[src/rtl/lut_loader_pkg.sv]
// Shared types and constants for the LUT page loader: FSM state encoding,
// default memory geometry and the checksum width helper.
package lut_loader_pkg;

   localparam int LUT_QUAN_SIZE     = 3;
   localparam int LUT_PAGE_NUM      = 16;
   localparam int LUT_ADDR_BITWIDTH = 4;

   // One bit wider than entry + address bits, so a sum of up to PAGE_NUM
   // entries can never wrap.
   function automatic int cksum_width(input int quan_size, input int addr_bitwidth);
      return quan_size + addr_bitwidth + 1;
   endfunction

   localparam int CKSUM_W = cksum_width(LUT_QUAN_SIZE, LUT_ADDR_BITWIDTH);

   typedef enum logic [2:0] {
      ST_IDLE   = 3'd0,
      ST_WRITE  = 3'd1,
      ST_VERIFY = 3'd2,
      ST_DRAIN  = 3'd3,
      ST_DONE   = 3'd4
   } loader_state_e;

endpackage

[src/rtl/lut_loader_cksum.sv]
// Clearable running-sum accumulator; one instance sums written entries,
// another sums the values read back from the memory.
module lut_loader_cksum
   import lut_loader_pkg::*;
#(
   parameter int DATA_W = LUT_QUAN_SIZE,
   parameter int SUM_W  = CKSUM_W
) (
   input  logic              clk,
   input  logic              rst,
   input  logic              clr_i,
   input  logic              en_i,
   input  logic [DATA_W-1:0] data_i,
   output logic [SUM_W-1:0]  sum_o
);

   logic [SUM_W-1:0] sum_d;
   logic [SUM_W-1:0] sum_q;

   // Next sum: clear has priority over accumulate.
   always_comb begin
      sum_d = sum_q;
      if (clr_i) begin
         sum_d = '0;
      end else if (en_i) begin
         sum_d = sum_q + {{(SUM_W-DATA_W){1'b0}}, data_i};
      end else begin
         sum_d = sum_q;
      end
   end

   // Accumulator register.
   always_ff @(posedge clk or posedge rst) begin
      if (rst) begin
         sum_q <= '0;
      end else begin
         sum_q <= sum_d;
      end
   end

   assign sum_o = sum_q;

endmodule

[src/rtl/lut_page_loader.sv]
// Write-side sequencer for the single-port IB LUT memory. Accepts a load
// command plus a valid/ready entry stream, writes consecutive pages with
// wrap-around, and optionally reads them back to compare checksums.
module lut_page_loader
   import lut_loader_pkg::*;
#(
   parameter int QUAN_SIZE     = LUT_QUAN_SIZE,
   parameter int PAGE_NUM      = LUT_PAGE_NUM,
   parameter int ADDR_BITWIDTH = LUT_ADDR_BITWIDTH
) (
   input  logic                     sys_clk,
   input  logic                     sys_rst,
   input  logic                     start_i,
   input  logic [ADDR_BITWIDTH-1:0] base_addr_i,
   input  logic [ADDR_BITWIDTH:0]   page_cnt_i,
   input  logic                     verify_en_i,
   input  logic [QUAN_SIZE-1:0]     load_data_i,
   input  logic                     load_valid_i,
   output logic                     load_ready_o,
   output logic [QUAN_SIZE-1:0]     write_data_o,
   output logic [ADDR_BITWIDTH-1:0] access_addr_o,
   output logic                     we_o,
   input  logic [QUAN_SIZE-1:0]     read_page_i,
   output logic                     busy_o,
   output logic                     done_o,
   output logic                     error_o
);

   localparam int SUM_W = cksum_width(QUAN_SIZE, ADDR_BITWIDTH);
   localparam logic [ADDR_BITWIDTH:0] CNT_ONE  = {{ADDR_BITWIDTH{1'b0}}, 1'b1};
   localparam logic [ADDR_BITWIDTH:0] PAGE_LIM = (ADDR_BITWIDTH+1)'(PAGE_NUM);

   loader_state_e              state_d, state_q;
   logic [ADDR_BITWIDTH-1:0]   base_d, base_q;
   logic [ADDR_BITWIDTH:0]     cnt_d, cnt_q;
   logic [ADDR_BITWIDTH:0]     offset_d, offset_q;
   logic                       verify_d, verify_q;
   logic                       we_d, we_q;
   logic [ADDR_BITWIDTH-1:0]   addr_d, addr_q;
   logic [QUAN_SIZE-1:0]       wdata_d, wdata_q;
   logic                       busy_d, busy_q;
   logic                       done_d, done_q;
   logic                       error_d, error_q;
   logic                       rd_issue_d, rd_issue_q;
   logic                       rvalid_d, rvalid_q;

   logic                       handshake_s;
   logic                       last_s;
   logic                       cnt_legal_s;
   logic [ADDR_BITWIDTH:0]     addr_sum_s;
   logic [ADDR_BITWIDTH:0]     addr_wrap_s;
   logic [ADDR_BITWIDTH-1:0]   page_addr_s;
   logic                       sum_clr_s;
   logic [SUM_W-1:0]           wsum_s;
   logic [SUM_W-1:0]           rsum_s;
   logic [SUM_W-1:0]           rsum_final_s;
   logic                       mismatch_s;

   assign handshake_s = load_valid_i && (state_q == ST_WRITE);
   assign last_s      = (offset_q == (cnt_q - CNT_ONE));
   assign cnt_legal_s = (page_cnt_i != {(ADDR_BITWIDTH+1){1'b0}}) && (page_cnt_i <= PAGE_LIM);

   // Page address = (base + offset) mod PAGE_NUM; both terms are below
   // PAGE_NUM so a single conditional subtract is enough.
   always_comb begin
      addr_sum_s = {1'b0, base_q} + {1'b0, offset_q[ADDR_BITWIDTH-1:0]};
      if (addr_sum_s >= PAGE_LIM) begin
         addr_wrap_s = addr_sum_s - PAGE_LIM;
      end else begin
         addr_wrap_s = addr_sum_s;
      end
   end
   assign page_addr_s = addr_wrap_s[ADDR_BITWIDTH-1:0];

   // The last readback value arrives in the DONE cycle, so the comparison
   // folds it in directly instead of waiting for the accumulator.
   assign rsum_final_s = rsum_s + (rvalid_q ? {{(SUM_W-QUAN_SIZE){1'b0}}, read_page_i}
                                            : {SUM_W{1'b0}});
   assign mismatch_s   = (wsum_s != rsum_final_s);

   // Next-state and next-output logic for the command sequencer.
   always_comb begin
      state_d    = state_q;
      base_d     = base_q;
      cnt_d      = cnt_q;
      offset_d   = offset_q;
      verify_d   = verify_q;
      we_d       = 1'b0;
      addr_d     = addr_q;
      wdata_d    = wdata_q;
      busy_d     = busy_q;
      done_d     = 1'b0;
      error_d    = error_q;
      rd_issue_d = 1'b0;
      rvalid_d   = rd_issue_q;
      sum_clr_s  = 1'b0;
      case (state_q)
         ST_IDLE: begin
            if (start_i) begin
               base_d    = base_addr_i;
               cnt_d     = page_cnt_i;
               offset_d  = '0;
               sum_clr_s = 1'b1;
               busy_d    = 1'b1;
               if (cnt_legal_s) begin
                  verify_d = verify_en_i;
                  error_d  = 1'b0;
                  state_d  = ST_WRITE;
               end else begin
                  verify_d = 1'b0;
                  error_d  = 1'b1;
                  state_d  = ST_DONE;
               end
            end else begin
               state_d = ST_IDLE;
            end
         end
         ST_WRITE: begin
            if (handshake_s) begin
               we_d    = 1'b1;
               addr_d  = page_addr_s;
               wdata_d = load_data_i;
               if (last_s) begin
                  offset_d = '0;
                  state_d  = verify_q ? ST_VERIFY : ST_DONE;
               end else begin
                  offset_d = offset_q + CNT_ONE;
               end
            end else begin
               state_d = ST_WRITE;
            end
         end
         ST_VERIFY: begin
            addr_d     = page_addr_s;
            rd_issue_d = 1'b1;
            if (last_s) begin
               offset_d = '0;
               state_d  = ST_DRAIN;
            end else begin
               offset_d = offset_q + CNT_ONE;
            end
         end
         ST_DRAIN: begin
            state_d = ST_DONE;
         end
         ST_DONE: begin
            done_d  = 1'b1;
            busy_d  = 1'b0;
            state_d = ST_IDLE;
            if (verify_q) begin
               error_d = error_q | mismatch_s;
            end else begin
               error_d = error_q;
            end
         end
         default: begin
            state_d = ST_IDLE;
         end
      endcase
   end

   // State and registered outputs.
   always_ff @(posedge sys_clk or posedge sys_rst) begin
      if (sys_rst) begin
         state_q    <= ST_IDLE;
         base_q     <= '0;
         cnt_q      <= '0;
         offset_q   <= '0;
         verify_q   <= 1'b0;
         we_q       <= 1'b0;
         addr_q     <= '0;
         wdata_q    <= '0;
         busy_q     <= 1'b0;
         done_q     <= 1'b0;
         error_q    <= 1'b0;
         rd_issue_q <= 1'b0;
         rvalid_q   <= 1'b0;
      end else begin
         state_q    <= state_d;
         base_q     <= base_d;
         cnt_q      <= cnt_d;
         offset_q   <= offset_d;
         verify_q   <= verify_d;
         we_q       <= we_d;
         addr_q     <= addr_d;
         wdata_q    <= wdata_d;
         busy_q     <= busy_d;
         done_q     <= done_d;
         error_q    <= error_d;
         rd_issue_q <= rd_issue_d;
         rvalid_q   <= rvalid_d;
      end
   end

   lut_loader_cksum #(.DATA_W(QUAN_SIZE), .SUM_W(SUM_W)) u_wsum (
      .clk    (sys_clk),
      .rst    (sys_rst),
      .clr_i  (sum_clr_s),
      .en_i   (handshake_s),
      .data_i (load_data_i),
      .sum_o  (wsum_s)
   );

   lut_loader_cksum #(.DATA_W(QUAN_SIZE), .SUM_W(SUM_W)) u_rsum (
      .clk    (sys_clk),
      .rst    (sys_rst),
      .clr_i  (sum_clr_s),
      .en_i   (rvalid_q),
      .data_i (read_page_i),
      .sum_o  (rsum_s)
   );

   assign load_ready_o  = (state_q == ST_WRITE);
   assign we_o          = we_q;
   assign access_addr_o = addr_q;
   assign write_data_o  = wdata_q;
   assign busy_o        = busy_q;
   assign done_o        = done_q;
   assign error_o       = error_q;

endmodule

[config.mk]
export PLATFORM = sky130hd
export DESIGN_NAME = lut_page_loader
export DESIGN_NICKNAME = d
export VERILOG_FILES = /design/src/rtl/lut_loader_pkg.sv /design/src/rtl/lut_loader_cksum.sv /design/src/rtl/lut_page_loader.sv
export SDC_FILE = /design/constraint.sdc
export NUM_CORES = 1
export LEC_CHECK = 0
export CAP_MARGIN = 0
export CORE_ASPECT_RATIO = 0.75
export CORE_MARGIN = 3
export CORE_UTILIZATION = 45
export DETAILED_ROUTE_END_ITERATION = 6
export HOLD_SLACK_MARGIN = 0.15
export PLACE_DENSITY = 0.66
export SKIP_LAST_GASP = 1
export SYNTH_ARGS = -nofsm -noshare
export SYNTH_HDL_FRONTEND = slang
export SYNTH_HIERARCHICAL = 1
export SYNTH_SLANG_ARGS = --single-unit
export TNS_END_PERCENT = 100
[constraint.sdc]
create_clock -name sys_clk -period 3.1 [get_ports sys_clk]
set_clock_uncertainty 0.1 [all_clocks]
set_input_delay 0.465 -clock sys_clk [delete_from_list [all_inputs] [get_ports sys_clk]]
set_output_delay 0.465 -clock sys_clk [all_outputs]
set_load 0.1 [all_outputs]
### Yosys cells after proc, flatten, opt, wreduce, memory -nomap -nowiden

Cells that the tools add are included.

| storage, ports and cells | value |
|---|---|
| output and inout port bits | 12 |
| flip-flop bits (word level) | 47 |
| input port bits | 20 |

| operators by class | value |
|---|---|
| magnitude comparators | 2 |
| $add $sub $neg | 7 |
| bitwise operators | 1 |
| reductions and logical operators | 16 |
| mux-type cells | 32 |
| equality and inequality tests | 11 |

Operators by type and width:

| kind | number |
|---|---|
| $mux 8 | 4 |
| $add 8x3->8 | 3 |
| $mux 3 | 7 |
| $mux 5 | 3 |
| $pmux 5 s3 | 1 |
| $pmux 3 s4 | 1 |
| $mux 1 | 11 |
| $reduce_and 2->1 | 5 |
| $mux 4 | 2 |
| $ne 8x8->1 | 1 |
| $pmux 4 s2 | 1 |
| $reduce_bool 2->1 | 4 |
| $eq 3x2->1 const B | 2 |
| $ne 2x2->1 const B | 3 |
| $reduce_and 3->1 | 2 |
| $add 4x4->5 | 1 |
| $add 5x1->5 const B | 1 |
| $eq 5x5->1 | 1 |
| $ge 5x5->1 const B | 1 |
| $le 5x5->1 const B | 1 |
| $reduce_bool 5->1 | 1 |
| $sub 5x1->5 const B | 1 |
| $pmux 1 s2 | 2 |
| $sub 4x1->4 const B | 1 |
| 8 further kinds | 9 |

### Logic depth before layout (Yosys ltp)

| logic depth | value |
|---|---|
| depth in word-level cells | 6 |
| mapped depth | 9 |

### By module

Netlist, hierarchy kept.

Modules (own cells, without submodules):

| module | area each (um^2) | cells an instance | instances |
|---|---|---|---|
| lut_page_loader | 1890.6 | 179 | 1 |
| lut_loader_cksum | 483.0 | 47 | 2 |

### Least setup slack after synthesis

No wires, ideal clock.

| timing | value |
|---|---|
| kind | reg2reg |
| start | register state_q[1] |
| end | register u_wsum.sum_q[7] (netlist: u_wsum/sum_o[7]) |
| stages on the path, launching flop included | 9 |
| slack | -0.363 ns |
| arrival time | 3.235 ns |
| setup time | 0.128 ns |
| period minus slack after synthesis | 3.463 ns |
| cells stage by stage | dfrtp_1 -> nand2b_1 -> nor2_1 -> and2_1 -> clkbuf_1 -> buf_6 -> o2111ai_2 -> a211oi_1 -> mux2_1 |

| between the ends | value |
|---|---|
| cells in the longest elaborated chain, start to end | 3 |
| elaborated cells on any way between the ends | 6 |
| classes of those cells | eq/ne (1); mux (2); reduce/logical (3) |

RTL lines:

| what | RTL line | text |
|---|---|---|
| start, declared | lut_page_loader.sv:33 | `loader_state_e state_d, state_q;` |
| start signal, assigned | lut_page_loader.sv:179 | `state_q <= state_d;` |
| $eq 3x1->1 | n/a |  |
| net load_ready_o | lut_page_loader.sv:19 | `output logic load_ready_o,` |
| $logic_and 1x1->1 | lut_page_loader.sv:59 | `assign handshake_s = load_valid_i && (state_q == ST_WRITE);` |
| net handshake_s | lut_page_loader.sv:47 | `logic handshake_s;` |
| $reduce_bool 2->1 (no source line) | n/a |  |
| end signal, assigned | lut_loader_cksum.sv:37 | `sum_q <= sum_d;` |
| end, declared | lut_loader_cksum.sv:18 | `logic [SUM_W-1:0] sum_q;` |

The timed path passes the listed nets, and every way through them passes these cells.
A chain may end at the register's enable or synchronous reset.

### Worst setup path in the final report

| timing | value |
|---|---|
| start | input port read_page_i[1] |
| end | register error_q (netlist: error_o) |

| between the ends | value |
|---|---|
| cells in the longest elaborated chain, start to end | 6 |

RTL lines:

| what | RTL line | text |
|---|---|---|
| start, declared | lut_page_loader.sv:23 | `input logic [QUAN_SIZE-1:0] read_page_i,` |
| $mux 3 | lut_page_loader.sv:77 | `assign rsum_final_s = rsum_s + (rvalid_q ? {{(SUM_W-QUAN_SIZE){1'b0}}, read_page_i}` |
| $add 8x3->8 | lut_page_loader.sv:77 |  |
| $ne 8x8->1 | lut_page_loader.sv:79 | `assign mismatch_s = (wsum_s != rsum_final_s);` |
| $or 1x1->1 | lut_page_loader.sv:151 | `error_d = error_q \| mismatch_s;` |
| $mux 1 | lut_page_loader.sv:150 | `if (verify_q) begin` |
| $pmux 1 s2 | lut_page_loader.sv:97 | `case (state_q)` |
| end signal, assigned | lut_page_loader.sv:189 | `error_q <= error_d;` |
| end, declared | lut_page_loader.sv:43 | `logic error_d, error_q;` |

No other way between the ends. The select of a mux whose other input is x is not followed.

==> impl_metrics.env <==
export IMPL_run_status="complete, no violations"
export IMPL_initial_utilization=0.478
export IMPL_worst_r2r_setup_slack_ns=0.63
export IMPL_drt_first_pass_iters=4
export IMPL_cts_sink_count=47
export IMPL_ant_nets=0
export IMPL_synth_cells=273
export IMPL_finalNetCount=342
export IMPL_track_usage=0.166
export IMPL_wl_um=5750
export IMPL_initialDrtViolationCount=126
export IMPL_synth_cell_type_count=53
export IMPL_grt_pass1_vias=1973
export IMPL_fin_area_sq_mm=0.00329
export IMPL_avgViaCountPerCell=5.32
export IMPL_dp_hpwl_um=4340
export IMPL_clock_latency_ns=0.29
export IMPL_worst_hold_slack_ns=0.252
export IMPL_timing_fmax_mhz=390
export IMPL_clock_tree_htree_level_count=2
export IMPL_cts_hold_buffers_added=0
export IMPL_synth_top_cells_by_area="sky130_fd_sc_hd__dfrtp_1 (41%), sky130_fd_sc_hd__ha_1 (6.1%), sky130_fd_sc_hd__mux2_2 (5.5%)"
export IMPL_regToRegStartpoint="rvalid_q"
export IMPL_dieWidth_um=98
export IMPL_worstSetupEndpointType="flip-flop"
export IMPL_post_synth_top_area_cell="sky130_fd_sc_hd__dfrtp_1"
export IMPL_ys_seq_elements=47
export IMPL_syn_num_nets=311
export IMPL_rows=24
export IMPL_slew_headroom=0.476
export IMPL_timing_reg2reg_worst_path_depth=7
export IMPL_worst_ir_drop_vdd_mv=0.725
export IMPL_synthesis_area_per_instance_sq_um=10.5
export IMPL_power_total_mw=2.99
export IMPL_top_level_ports=32
export IMPL_post_cts_repair_setup_buffers=0
export IMPL_wl_per_cell_um=15.0
export IMPL_clkTransAtPathRegs_ns=0.08
export IMPL_yosys_cell_count_top_type="sky130_fd_sc_hd__dfrtp_1"
export IMPL_finalWeightedCongestion=0.834
export IMPL_mappedNetlistArea_sq_mm=0.00286
export IMPL_n_fill_cell=547
export IMPL_io_buffer_count=31
export IMPL_whs_path_depth=0
export IMPL_synth_async_sr_flop_share=1.00
export IMPL_global_route_overflow_total=0
export IMPL_antenna_found_initial=0
export IMPL_post_synth_most_frequent_cells="sky130_fd_sc_hd__dfrtp_1 (47), sky130_fd_sc_hd__nand2_1 (20), sky130_fd_sc_hd__nor2_1 (17)"
export IMPL_maxCapViolCount=0
export IMPL_drc=0
export IMPL_ctsResizeCount=0
export IMPL_power_density_cell_area_mw_per_mm2=909
export IMPL_slew_violations=0
export IMPL_synth_largest_type_area_fraction=0.412
export IMPL_critical_path_class="input pin to flip-flop"
export IMPL_synth_edf_count=0
export IMPL_numCtsBuffers=5
export IMPL_holdPathEnd="rvalid_q"
export IMPL_yosysSeqAreaShare=0.412
export IMPL_num_antenna_cells=0
export IMPL_finalWorstPathRequiredPeriod_ns=2.56
export IMPL_worstMarginPinSlew_ns=0.784
export IMPL_area_growth_syn_to_layout_pct=15.2
export IMPL_worstPathRequired_ns=3.18
export IMPL_cts_tree="built"
export IMPL_placed_area_sq_mm=0.00321
export IMPL_worst_hold_startpoint="rd_issue_q"
export IMPL_die_area_sq_mm=0.00735
export IMPL_finalSetupTns_ns=0
export IMPL_timing_final_crit_share=0.827
export IMPL_setup_violations=0
export IMPL_synth_warnings=6
export IMPL_timing_rr_end="error_o"
export IMPL_dr_total_vias=2039
export IMPL_crit_arrival_ns=2.65
export IMPL_drive_above_1_share=0.161
export IMPL_rsz0062_at_grt="no"
export IMPL_p_leak_nw=1.40
export IMPL_cts_root_buf="sky130_fd_sc_hd__clkbuf_8"
export IMPL_cts_path_max_buffers=2
export IMPL_synth_ff_type="sky130_fd_sc_hd__dfrtp_1"
export IMPL_timing_critical_path_from_type="input pin"
export IMPL_global_route_wire_length_before_repair_um=9780
export IMPL_coreArea_sq_mm=0.00598
export IMPL_timing_final_hold_violations=0
export IMPL_path_max_fanout=5
export IMPL_hold_class="flip-flop to flip-flop"
export IMPL_chipHeight_um=75
export IMPL_pin_count_of_the_biggest_net_entering_global_routing=37
## worst max-delay path, stage by stage
cell and delay [ns]:
sky130_fd_sc_hd__clkdlybuf4s50_1 0.47, sky130_fd_sc_hd__and2_1 0.22, sky130_fd_sc_hd__ha_1 0.28, sky130_fd_sc_hd__a211o_2 0.13, sky130_fd_sc_hd__o2111ai_2 0.15, sky130_fd_sc_hd__or4b_1 0.50, sky130_fd_sc_hd__a31o_1 0.19, sky130_fd_sc_hd__a32o_1 0.25
## metal layers
layer  GRT usage  part of all wire  vias up
met3      0.0417             0.060        2
met4      0.0230            0.0047        0
met2       0.244              0.41       41
li1            -                 -     1033
met5           0                 0        -
met1       0.254              0.52      963
## placed cells by master, fill, tap and decap left out, drive strengths merged, types with 3 or more instances in the layout
cell | synthesis | final
nor3b | 3 | 3
ha | 14 | 14
or3 | 4 | 4
inv | 13 | 13
fa | 4 | 4
buf | 8 | 16
nand2 | 20 | 20
clkdlybuf4s50 | 0 | 19
a211oi | 6 | 6
and2 | 4 | 4
o2111ai | 3 | 3
nand3 | 9 | 9
o211ai | 3 | 3
nor2b | 8 | 8
a21o | 3 | 3
xnor2 | 16 | 16
nand2b | 5 | 5
a21oi | 14 | 14
nor2 | 17 | 17
mux2i | 4 | 4
nor3 | 3 | 3
clkbuf | 3 | 7
xor2 | 5 | 5
o21bai | 3 | 3
o21ai | 14 | 14
dfrtp | 47 | 47
mux2 | 16 | 16
## state kept, by name, indices dropped and copies added, names as in the netlist
register and count:
state_q 3, rvalid_q 1, we_o 1, done_o 1
error_o 1, write_data_o 3, base_q 4, busy_o 1
cnt_q 5, rd_issue_q 1, u_rsum/sum_o 8, verify_q 1
offset_q 5, access_addr_o 4, u_wsum/sum_o 8
## cell families (layout without fill, tap and decap cells)
group	count (synthesis)	count (layout)	share of synthesized area
simple gates	83	83	0.159
compound gates	60	60	0.155
flops	47	47	0.412
buf+inv	24	56	0.0412
xor+xnor	21	21	0.0670
mux	20	20	0.0771
fa+ha+maj	18	18	0.0894
## through the flow
step / worst slack (ns) / cells / utilization
6_report: 0.536 / 383 / 0.551
3_3_place_gp: 0.273 / 375 / 0.537
3_5_place_dp: 0.226 / 375 / 0.537
5_1_grt: 0.451 / 383 / 0.551
2_1_floorplan: 0.144 / 273 / -
4_1_cts: 0.533 / 383 / 0.551
## worst max-delay path by stage
stage              startpoint              end  slack [ns]  cells past startpoint
2_1_floorplan      state_q[1]  u_wsum/sum_o[7]        0.14                      8
3_3_place_gp   read_page_i[1]          error_o        0.27                      8
3_5_place_dp   read_page_i[1]          error_o        0.23                      8
4_1_cts        read_page_i[1]          error_o        0.53                      8
5_1_grt        read_page_i[1]          error_o        0.45                      8
6_report       read_page_i[1]          error_o        0.54                      8
## power by group
group	internal [mW]	switching (mW)	total (mW)
combinational	0.560	1.06	1.62
clock	0.159	0.199	0.358
sequential	0.805	0.214	1.02
## cell type report
type                       count  area, sq um  area share
clock buffer                   7         76.3      0.0232
clock inverter                 1         5.00     0.00152
inverter                      13         48.8      0.0148
multi-input combinational    202         1570       0.475
sequential                    47         1180       0.357
tap                           78         97.6      0.0296
timing repair buffer          35          323      0.0981
Note: power is estimated with default switching activity, not from simulation.
